==> config.mk <==
export PLATFORM = sky130hd
export DESIGN_NAME = hpdcache_mem_req_id_alloc_flat
export DESIGN_NICKNAME = d
export VERILOG_FILES = /design/src/rtl/hpdcache_mem_req_id_alloc_if.sv /design/src/rtl/hpdcache_mem_req_id_alloc.sv /design/src/flat_wrapper.sv
export SDC_FILE = /design/constraint.sdc
export NUM_CORES = 1
export LEC_CHECK = 0
export CORE_MARGIN = 3
export CORE_UTILIZATION = 40
export CTS_CLUSTER_DIAMETER = 100
export DETAILED_ROUTE_END_ITERATION = 7
export MAX_ROUTING_LAYER = met4
export PLACE_DENSITY_LB_ADDON = 0.2
export SETUP_SLACK_MARGIN = 0.02
export SYNTH_ARGS = -nofsm -noshare
export SYNTH_HDL_FRONTEND = slang
export SYNTH_SLANG_ARGS = --single-unit
==> constraint.sdc <==
create_clock -name clk_i -period 2.6 [get_ports clk_i]
set_clock_uncertainty 0.2 [all_clocks]
set_input_delay 0.52 -clock clk_i [delete_from_list [all_inputs] [get_ports clk_i]]
set_output_delay 0.52 -clock clk_i [all_outputs]
set_load 0.05 [all_outputs]
==> src/rtl/hpdcache_mem_req_id_alloc_if.sv <==
// Signal bundle between the requesters/memory side and the ID allocator.
// The "slave" modport is the allocator; "master" is everything around it.
interface hpdcache_mem_req_id_alloc_if #(
    parameter int N         = 2,
    parameter int ID_WIDTH  = 4,
    parameter int REQ_WIDTH = 64
);
    localparam int RT_DEPTH  = 2 ** ID_WIDTH;
    localparam int SEL_WIDTH = (N > 1) ? $clog2(N) : 1;

    // Handshakes: a transfer happens on a rising clk_i edge where valid and
    // ready are both high; a raised valid holds its payload until that edge.
    logic [N-1:0]                      req_valid_i;
    logic [N-1:0]                      req_ready_o;
    logic [N-1:0][REQ_WIDTH-1:0]       req_i;
    logic                              mem_req_valid_o;
    logic                              mem_req_ready_i;
    logic [REQ_WIDTH-1:0]              mem_req_o;
    logic [ID_WIDTH-1:0]               mem_req_id_o;
    logic                              resp_done_i;
    logic [ID_WIDTH-1:0]               resp_done_id_i;
    logic [RT_DEPTH-1:0][SEL_WIDTH-1:0] mem_resp_rt_o;
    logic                              id_full_o;
    logic [RT_DEPTH-1:0]               id_busy_o;
    // Round-robin pointer, exposed for observation.
    logic [SEL_WIDTH-1:0]              dbg_rr_ptr;

    modport slave (
        input  req_valid_i, req_i, mem_req_ready_i, resp_done_i, resp_done_id_i,
        output req_ready_o, mem_req_valid_o, mem_req_o, mem_req_id_o,
        output mem_resp_rt_o, id_full_o, id_busy_o, dbg_rr_ptr
    );

    modport master (
        output req_valid_i, req_i, mem_req_ready_i, resp_done_i, resp_done_id_i,
        input  req_ready_o, mem_req_valid_o, mem_req_o, mem_req_id_o,
        input  mem_resp_rt_o, id_full_o, id_busy_o, dbg_rr_ptr
    );
endinterface

==> src/rtl/hpdcache_mem_req_id_alloc.sv <==
// Round-robin arbiter of N request channels onto one memory port; tags each
// granted request with the lowest free transaction ID and records its owner.
module hpdcache_mem_req_id_alloc #(
    parameter int N         = 2,
    parameter int ID_WIDTH  = 4,
    parameter int REQ_WIDTH = 64
) (
    input  logic clk_i,
    input  logic rst_ni,
    hpdcache_mem_req_id_alloc_if.slave bus
);
    localparam int RT_DEPTH  = 2 ** ID_WIDTH;
    localparam int SEL_WIDTH = (N > 1) ? $clog2(N) : 1;

    logic [RT_DEPTH-1:0]                busy_q, busy_d;
    logic [RT_DEPTH-1:0][SEL_WIDTH-1:0] rt_q;
    logic [SEL_WIDTH-1:0]               ptr_q, ptr_nxt;
    logic                               valid_q;
    logic [REQ_WIDTH-1:0]               data_q;
    logic [ID_WIDTH-1:0]                id_q;

    logic [ID_WIDTH-1:0]  free_id;
    logic                 has_free;
    logic [SEL_WIDTH-1:0] gnt_idx;
    logic [SEL_WIDTH-1:0] cand;
    logic                 any_valid;
    logic                 load_en;
    logic                 grant;

    assign load_en = !valid_q || bus.mem_req_ready_i;
    assign grant   = load_en && any_valid && has_free;

    // Lowest free ID, taken from the registered busy vector only, so an ID
    // freed this cycle cannot be handed out before the next one.
    always_comb begin
        free_id  = '0;
        has_free = 1'b0;
        for (int k = RT_DEPTH - 1; k >= 0; k--) begin
            if (!busy_q[k]) begin
                free_id  = ID_WIDTH'(k);
                has_free = 1'b1;
            end
        end
    end

    // Scan from the pointer; descending loop leaves the nearest valid winner.
    always_comb begin
        gnt_idx   = '0;
        any_valid = 1'b0;
        cand      = '0;
        for (int i = N - 1; i >= 0; i--) begin
            if (int'(ptr_q) + i >= N) begin
                cand = SEL_WIDTH'(int'(ptr_q) + i - N);
            end else begin
                cand = SEL_WIDTH'(int'(ptr_q) + i);
            end
            if (bus.req_valid_i[cand]) begin
                gnt_idx   = cand;
                any_valid = 1'b1;
            end
        end
    end

    always_comb begin
        if (int'(gnt_idx) == N - 1) begin
            ptr_nxt = '0;
        end else begin
            ptr_nxt = gnt_idx + SEL_WIDTH'(1);
        end
    end

    always_comb begin
        bus.req_ready_o = '0;
        if (grant) begin
            bus.req_ready_o[gnt_idx] = 1'b1;
        end
    end

    // A free of an idle ID is dropped; the granted ID is never the freed one
    // because it was free in busy_q while the freed one was busy.
    always_comb begin
        busy_d = busy_q;
        if (bus.resp_done_i && busy_q[bus.resp_done_id_i]) begin
            busy_d[bus.resp_done_id_i] = 1'b0;
        end
        if (grant) begin
            busy_d[free_id] = 1'b1;
        end
    end

    always_ff @(posedge clk_i or negedge rst_ni) begin
        if (!rst_ni) begin
            busy_q  <= '0;
            rt_q    <= '0;
            ptr_q   <= '0;
            valid_q <= 1'b0;
            data_q  <= '0;
            id_q    <= '0;
        end else begin
            busy_q <= busy_d;
            if (grant) begin
                valid_q       <= 1'b1;
                data_q        <= bus.req_i[gnt_idx];
                id_q          <= free_id;
                rt_q[free_id] <= gnt_idx;
                ptr_q         <= ptr_nxt;
            end else if (load_en) begin
                valid_q <= 1'b0;
            end
        end
    end

    assign bus.mem_req_valid_o = valid_q;
    assign bus.mem_req_o       = data_q;
    assign bus.mem_req_id_o    = id_q;
    assign bus.mem_resp_rt_o   = rt_q;
    assign bus.id_busy_o       = busy_q;
    assign bus.id_full_o       = &busy_q;
    assign bus.dbg_rr_ptr      = ptr_q;

endmodule

==> src/flat_wrapper.sv <==
// flat-port wrapper written by rule: the top's interface ports become plain ports
module hpdcache_mem_req_id_alloc_flat 
#(
    parameter int N         = 2,
    parameter int ID_WIDTH  = 4,
    parameter int REQ_WIDTH = 64
)
  (clk_i, rst_ni, bus_req_valid_i, bus_req_i, bus_mem_req_ready_i, bus_resp_done_i, bus_resp_done_id_i, bus_req_ready_o, bus_mem_req_valid_o, bus_mem_req_o, bus_mem_req_id_o, bus_mem_resp_rt_o, bus_id_full_o, bus_id_busy_o, bus_dbg_rr_ptr);
  hpdcache_mem_req_id_alloc_if #(.N(N), .ID_WIDTH(ID_WIDTH), .REQ_WIDTH(REQ_WIDTH)) bus_i ();
  input  logic clk_i;
  input  logic rst_ni;
  input wire logic [$bits(bus_i.req_valid_i)-1:0] bus_req_valid_i;
  input wire logic [$bits(bus_i.req_i)-1:0] bus_req_i;
  input wire logic [$bits(bus_i.mem_req_ready_i)-1:0] bus_mem_req_ready_i;
  input wire logic [$bits(bus_i.resp_done_i)-1:0] bus_resp_done_i;
  input wire logic [$bits(bus_i.resp_done_id_i)-1:0] bus_resp_done_id_i;
  output wire logic [$bits(bus_i.req_ready_o)-1:0] bus_req_ready_o;
  output wire logic [$bits(bus_i.mem_req_valid_o)-1:0] bus_mem_req_valid_o;
  output wire logic [$bits(bus_i.mem_req_o)-1:0] bus_mem_req_o;
  output wire logic [$bits(bus_i.mem_req_id_o)-1:0] bus_mem_req_id_o;
  output wire logic [$bits(bus_i.mem_resp_rt_o)-1:0] bus_mem_resp_rt_o;
  output wire logic [$bits(bus_i.id_full_o)-1:0] bus_id_full_o;
  output wire logic [$bits(bus_i.id_busy_o)-1:0] bus_id_busy_o;
  output wire logic [$bits(bus_i.dbg_rr_ptr)-1:0] bus_dbg_rr_ptr;
  assign bus_i.req_valid_i = bus_req_valid_i;
  assign bus_i.req_i = bus_req_i;
  assign bus_i.mem_req_ready_i = bus_mem_req_ready_i;
  assign bus_i.resp_done_i = bus_resp_done_i;
  assign bus_i.resp_done_id_i = bus_resp_done_id_i;
  assign bus_req_ready_o = bus_i.req_ready_o;
  assign bus_mem_req_valid_o = bus_i.mem_req_valid_o;
  assign bus_mem_req_o = bus_i.mem_req_o;
  assign bus_mem_req_id_o = bus_i.mem_req_id_o;
  assign bus_mem_resp_rt_o = bus_i.mem_resp_rt_o;
  assign bus_id_full_o = bus_i.id_full_o;
  assign bus_id_busy_o = bus_i.id_busy_o;
  assign bus_dbg_rr_ptr = bus_i.dbg_rr_ptr;
  hpdcache_mem_req_id_alloc #(.N(N), .ID_WIDTH(ID_WIDTH), .REQ_WIDTH(REQ_WIDTH)) u_core (.clk_i(clk_i), .rst_ni(rst_ni), .bus(bus_i));
endmodule
# == After elaboration in Yosys (flattened, before gate mapping) ==
# Index checks and enable logic that the tools add are counted.
# Widths: inputs -> output; s select.
# op_classes
addsub,4
n_mul,0
div,0
n_lt_le_gt_ge,10
eq_ne,0
n_shift,0
n_mux,59
n_bitwise,3
n_reduce_logical,10
# ops
operator,n
$mux 64,2
$mux 4,16
$mux 1,33
$mux 16,2
$and 16x16->16,1
$bwmux 16,1
$not 16->16,1
$or 16x16->16,1
$reduce_and 16->1,1
$lt 4x5->1 const B,2
$demux 1 s4,2
$ge 4x1->1 const B,2
$logic_and 1x1->1,6
$lt 1x2->1 const B,3
$bmux 1 s4,1
$add 1x1->2 const B,1
$ge 1x2->1 const B,1
$ge 2x2->1 const B,1
$mux 2,1
$reduce_bool 2->1,1
$sub 1x1->1 const B,2
$add 1x1->1 const B,1
$demux 1 s1,1
$ge 1x1->1 const B,1
2 further kinds,2
# totals
register_bits,102
latch_bits,0
mem_bits_rw,0
romBits,0
inputBits,138
output_inout_bits,105
wordCells,107
memories,0

# == Depth between registers and ports, before layout ==
# Gate-level depths: netlist of run 1.
# depth
word_depth,22
mapped_depth,9
mapped_depth_nobuf,6

# == Least setup slack after synthesis of run 1 ==
# Ideal clock, no wire load.
# synth_timing
path_kind,register to output
from,reg u_core.busy_q[0] (netlist: u_core.bus.id_busy_o[0])
to,out bus_req_ready_o[1]
arrival_time_ps,2368
t_required_ps,1880
slack_ps,-488
path_stages_with_launch,7
n_path_buf,1
cell_sequence,dfrtp_1 > buf_4 > and4_1 > nand2_1 > nor3_2 > nand2b_1 > nor2_1
# synth_via
elab_chain_cells,3
# synth_lines
element,line,text
"start, declared",hpdcache_mem_req_id_alloc.sv:15,"logic [RT_DEPTH-1:0] busy_q, busy_d;"
"start signal, assigned",hpdcache_mem_req_id_alloc.sv:100,busy_q <= busy_d;
$mux 1,hpdcache_mem_req_id_alloc.sv:39,if (!busy_q[k]) begin
$logic_and 1x1->1,hpdcache_mem_req_id_alloc.sv:31,assign grant = load_en && any_valid && has_free;
$mux 2,hpdcache_mem_req_id_alloc.sv:74,if (grant) begin
"end, declared",flat_wrapper.sv:17,output wire logic [$bits(bus_i.req_ready_o)-1:0] bus_req_ready_o;
# No other way between the ends.

# == Final worst setup path of run 1 ==
# Same ends and word-level chain as after synthesis.

==> results.sh, run 1 <==
export IMPL_antenna_left=0
export IMPL_synth_top_cell_area_share_pct=54.2
export IMPL_wl_per_cell_um=17.3
export IMPL_cts_tree="built"
export IMPL_syn_to_final_growth_pct=68.5
export IMPL_synthTopCellsByArea="dfrtp_1 (54%), nand2_1 (11%), a31oi_1 (8.5%)"
export IMPL_startpoint_type="register"
export IMPL_drive_gt1_share_pct=12.4
export IMPL_drc_errors=0
export IMPL_worst_slew_pin_slew_ns=0.594
export IMPL_synthesis_instances=532
export IMPL_grt_pass1_vias=4923
export IMPL_crit_type="register to output pin"
export IMPL_utilization_pct=69.2
export IMPL_vias=4953
export IMPL_cts_sinks=102
export IMPL_cp_end_kind="output pin"
export IMPL_hold_path_class="register to register"
export IMPL_path_cells="and4_1 -> nand2_2 -> nor3_4 -> nand2b_4 -> nor2_4 -> buf_4"
export IMPL_slowest_stage="dfrtp_2"
export IMPL_synth_area_um2=4710
export IMPL_fin_crit_sh_pct=96.3
export IMPL_slew_violations=0
export IMPL_die_h_um=115
export IMPL_cts_made_buffers=9
export IMPL_fin_cells=940
export IMPL_die_w_um=115
export IMPL_grt_max_degree=73
export IMPL_irDropWorstVdd_v=0.000909
export IMPL_leakage_nw=3.30
export IMPL_yosysWarnings=0
export IMPL_synth_top_cell_by_area="dfrtp_1"
export IMPL_cts_root_buf="clkbuf_16"
export IMPL_drt_iter0_drc=288
export IMPL_initial_core_util_pct=41.1
export IMPL_max_freq_ghz=0.399
export IMPL_diodes=0
export IMPL_syn_nets=670
export IMPL_synth_compound_area_share_pct=17.6
export IMPL_gp_congestion=0.892
export IMPL_antenna_found_initial=0
export IMPL_ys_types=42
export IMPL_first_pass_iters=5
export IMPL_regArea_um2=2570
export IMPL_clk_latency_ns=0.34
export IMPL_htreeDepth=3
export IMPL_powerDensity_nw_per_um2=861
export IMPL_placementRows=39
export IMPL_cts_clk_slew_worst_paths_ns=0.07
export IMPL_synth_simple_area_share_pct=23.2
export IMPL_required_ns=1.88
export IMPL_synthArstFlopShare_pct=100
export IMPL_ys_ff_latch=102
export IMPL_nets=930
export IMPL_synth_edf_count=0
export IMPL_wirelength_mm=16.3
export IMPL_coreArea_um2=11500
export IMPL_grt_pass1_wl_mm=25.3
export IMPL_fin_crit_ns=2.50
export IMPL_via_per_inst=5.27
export IMPL_numPortBuffers=242
export IMPL_fill_cells=909
export IMPL_dp_cells=915
export IMPL_path_max_fanout=9
export IMPL_overflow=0
export IMPL_clock_path_buffers=2
export IMPL_globalRouteTotalUtil_pct=25.3
export IMPL_synth_flop_cell="dfrtp_1"
export IMPL_ios=243
export IMPL_hold_violations=0
export IMPL_max_cap_viol_count=0
export IMPL_final_common_cell="clkdlybuf4s50_1"
export IMPL_syn_avg_cell_area_um2=8.86
export IMPL_setup_viol=0
export IMPL_dieArea_um2=13100
export IMPL_synth_adder_area_share_pct=0
export IMPL_multi_input_area_um2=2080
export IMPL_slew_headroom_pct=60.3
export IMPL_slowest_delay_ns=0.46
export IMPL_hold_slack_ns=0.303
export IMPL_ys_seq_area_share_pct=54.2
export IMPL_grt_setup_unrepaired="false"
export IMPL_arrival_ns=1.78
export IMPL_synth_xor_area_share_pct=0
export IMPL_place_detailed_hpwl_mm=12.2
export IMPL_synthMuxAreaShare_pct=2.07
export IMPL_synth_top_family_by_area="simple AND/OR/NAND/NOR gates"
export IMPL_status="finished clean"
export IMPL_mostFrequentLayoutCells="clkdlybuf4s50_1 (238), nand2_1 (141), dfrtp_1 (90)"
[state kept, by name (all words and copies together) (netlist names)]
register	flops
u_core.bus.dbg_rr_ptr	1
u_core.bus.mem_req_o	64
u_core.bus.mem_req_id_o	4
u_core.bus.id_busy_o	16
u_core.bus.mem_req_valid_o	1
u_core.bus.mem_resp_rt_o	16
[synth_stat cells (7+ instances only)]
cell	count
clkbuf_1	20
nand2_1	142
a31oi_1	64
o21ai_0	40
buf_2	7
nor2_1	77
o31ai_1	8
nand2b_1	9
dfrtp_1	102
[final timing paths]
check,from,endpoint,slack [ns],cells past startpoint
max,u_core.bus.id_busy_o[0],bus_req_ready_o[1],0.1,6
min,u_core.bus.mem_req_id_o[0],u_core.bus.mem_req_id_o[0],0.30,2
max reg2reg,u_core.bus.id_busy_o[15],u_core.bus.mem_resp_rt_o[2],0.24,6
min reg2reg,u_core.bus.mem_req_id_o[0],u_core.bus.mem_req_id_o[0],0.30,2
max in group asynchronous,rst_ni,u_core.bus.id_busy_o[1],1.05,3
min in group asynchronous,rst_ni,u_core.bus.id_busy_o[14],0.44,2
[power by group]
group	switching (W)	internal (W)	leakage (nW)
Combinational	0.00206	0.00116	1.95
Clock	0.000594	0.000843	0.152
Sequential	0.000268	0.00191	1.19
[layer usage]
layer,global-route usage [%],vias up,part of all wire [%]
met5,-,-,0
met4,10.7,0,3.5
met3,6.34,42,8.1
met2,39.7,233,49
met1,31.3,2323,40
li1,-,2355,-
[through the flow]
step           total power, W  setup slack, ns  area (um^2)   TNS, ns
2_1_floorplan         0.00405         -0.00117         4760  -0.00117
3_3_place_gp          0.00528           0.0898         7550         0
3_5_place_dp          0.00533           0.0975         7550         0
4_1_cts               0.00676           0.0723         7880         0
5_1_grt               0.00715           0.0156         7940         0
6_report              0.00683           0.0965         7940         0
[cells by family (layout without fill, tap and decap cells)]
family | count (synthesis) | after routing
AO/OA/AOI/OAI | 131 | 131
multiplexers | 8 | 8
AND/OR/NAND/NOR | 257 | 257
buffers and inverters | 34 | 299
flip-flops | 102 | 102
[final cells by class]
type                            count  share of cell area, %
Sequential cell                   102                   32.3
Multi-Input combinational cell    396                   26.2
Tap cell                          143                   2.25
Clock buffer                       10                   2.88
Inverter                            4                  0.189
Timing Repair Buffer              279                   35.0
Clock inverter                      6                   1.09
[critical path: cells and delay by family, from the launching register on]
kind                   cells  cell delay (ns)
flip-flops                 1             0.46
AND/OR/NAND/NOR            5             0.79
buffers and inverters      1             0.19
[repair_timing]
action	in CTS	in global routing
gates resized for setup	0	1
setup buffers	0	8
hold buffers	1	0
endpoints found under the hold margin	26	0
setup endpoints to repair	0	2
(Power assumes the default switching activity.)
==> run 2, diff against run 1 <==
--- a/config.mk
+++ b/config.mk
@@ -5,8 +5,10 @@
 export SDC_FILE = /design/constraint.sdc
 export NUM_CORES = 1
 export LEC_CHECK = 0
+export ABC_CLOCK_PERIOD_IN_PS = 2600
 export CORE_MARGIN = 3
 export CORE_UTILIZATION = 40
+export CTS_BUF_LIST = sky130_fd_sc_hd__clkbuf_8
 export CTS_CLUSTER_DIAMETER = 100
 export DETAILED_ROUTE_END_ITERATION = 7
 export MAX_ROUTING_LAYER = met4
==> results.sh, run 2 (same netlist as run 1, synthesis figures left out) <==
export IMPL_numPortBuffers=242
export IMPL_initial_core_util_pct=41.1
export IMPL_hold_path_class="register to register"
export IMPL_max_cap_viol_count=0
export IMPL_antenna_left=0
export IMPL_ios=243
export IMPL_clk_latency_ns=0.37
export IMPL_antenna_found_initial=0
export IMPL_dp_cells=915
export IMPL_cts_clk_slew_worst_paths_ns=0.10
export IMPL_dp_slack_ns=0.0975
export IMPL_grt_setup_unrepaired="false"
export IMPL_drc_errors=0
export IMPL_gp_congestion=0.892
export IMPL_dieArea_um2=13100
export IMPL_cts_made_buffers=9
export IMPL_r2r_end="u_core.bus.mem_resp_rt_o[2]"
export IMPL_r2r_start="u_core.bus.id_busy_o[7]"
export IMPL_slew_headroom_pct=60.4
export IMPL_hold_start="u_core.bus.mem_req_id_o[0]"
export IMPL_mostFrequentLayoutCells="clkdlybuf4s50_1 (238), nand2_1 (141), dfrtp_1 (90)"
export IMPL_max_freq_ghz=0.399
export IMPL_whs_endpoint="u_core.bus.mem_req_id_o[0]"
export IMPL_syn_to_final_growth_pct=67.4
export IMPL_globalRouteTotalUtil_pct=24.9
export IMPL_worst_r2r_path_depth=7
export IMPL_setup_slack_ns=0.0925
export IMPL_nets=936
export IMPL_powerDensity_nw_per_um2=832
export IMPL_crit_type="register to output pin"
export IMPL_via_per_inst=5.27
export IMPL_grt_pass1_wl_mm=24.9
export IMPL_irDropWorstVdd_v=0.000832
export IMPL_slew_violations=0
export IMPL_required_ns=1.88
export IMPL_fin_crit_sh_pct=96.4
export IMPL_grt_pass1_vias=4852
export IMPL_arrival_ns=1.79
export IMPL_path_max_fanout=5
export IMPL_place_detailed_hpwl_mm=12.2
export IMPL_setup_viol=0
export IMPL_fin_cells=946
export IMPL_placementRows=39
export IMPL_overflow=0
export IMPL_wirelength_mm=16.3
export IMPL_placed_area_um2=7550
export IMPL_hold_violations=0
export IMPL_grt_max_degree=73
export IMPL_fill_cells=926
export IMPL_cts_root_buf="clkbuf_8"
export IMPL_cp_end_kind="output pin"
export IMPL_utilization_pct=68.8
export IMPL_first_pass_iters=5
export IMPL_startpoint_type="register"
export IMPL_status="finished clean"
export IMPL_worstHoldPathCells=2
export IMPL_final_common_cell="clkdlybuf4s50_1"
export IMPL_worst_slew_pin_slew_ns=0.592
export IMPL_largest_reg_flops=64
export IMPL_fin_crit_ns=2.51
export IMPL_htreeDepth=3
export IMPL_wl_per_cell_um=17.2
export IMPL_total_power_w=0.00656
export IMPL_die_w_um=115
export IMPL_cts_tree="built"
export IMPL_drt_iter0_drc=302
export IMPL_r2r_slack_ns=0.12
export IMPL_coreArea_um2=11500
export IMPL_clock_path_buffers=2
export IMPL_diodes=0
export IMPL_cts_sinks=102
export IMPL_design_area_um2=7890
export IMPL_drive_gt1_share_pct=13.2
export IMPL_vias=4982
export IMPL_leakage_nw=3.28
export IMPL_die_h_um=115
## run 2: cell types whose count changed in the layout (fill, tap and decap cells not counted), moves of 2 or more
cell       change
clkbuf_8       +9
and4_4         +2
buf_4          +6
clkbuf_16      -9
## run 2: final cells by class
class	count	area, um^2	share of cell area [%]
clock buffers	9	124	1.57
clock inverters	7	90.1	1.14
inverters	4	15.0	0.190
multi-input cells	396	2090	26.4
flip-flops and latches	102	2570	32.6
well taps	143	179	2.27
repair buffers	285	2830	35.8
## run 2: power breakdown
part	switching (W)	total, W	internal, W
sequential	0.000246	0.00216	0.00191
combinational	0.00210	0.00330	0.00121
clock	0.000562	0.00110	0.000537
total	0.00290	0.00656	0.00366
## run 2: routing by layer
metal	part of all wire, %	wire length, um	vias up	track usage (%)
met5	0	0	-	-
met4	3.3	533	0	10.2
met3	8.1	1310	40	5.81
met2	49	8000	238	39.0
met1	40	6450	2343	31.1
li1	-	-	2361	-
## run 2: through the flow
stage / hold WS, ns / setup TNS, ns
floorplan: 0.0244 / -0.00117
global placement: 0.275 / 0
detailed placement: 0.271 / 0
CTS: 0.307 / 0
global route: 0.326 / 0
finish: 0.312 / 0
## run 2: worst max-delay path by stage
stage                             startpoint  cells past startpoint                      endpoint  slack, ns
detailed placement       bus_mem_req_ready_i                      6  u_core.bus.mem_resp_rt_o[15]        0.1
finish              u_core.bus.id_busy_o[10]                      5            bus_req_ready_o[1]       0.09
global route         u_core.bus.id_busy_o[5]                      6            bus_req_ready_o[1]       0.03
CTS                  u_core.bus.id_busy_o[0]                      6            bus_req_ready_o[1]       0.03
floorplan            u_core.bus.id_busy_o[0]                      6            bus_req_ready_o[1]     -0.001
global placement         bus_mem_req_ready_i                      6  u_core.bus.mem_resp_rt_o[15]       0.09
## run 2: repair_timing
action	in CTS	in global routing
endpoints found under the setup margin	0	2
hold endpoints to repair	26	0
setup buffers	0	14
resized for setup	0	3
hold buffers	1	0
## run 2: critical path, stage by stage, from the launching register on
cell and delay, ns:
dfrtp_2 0.42, nand4_1 0.29, nor3_4 0.28, nand2b_4 0.20, nor2_4 0.05, buf_4 0.19
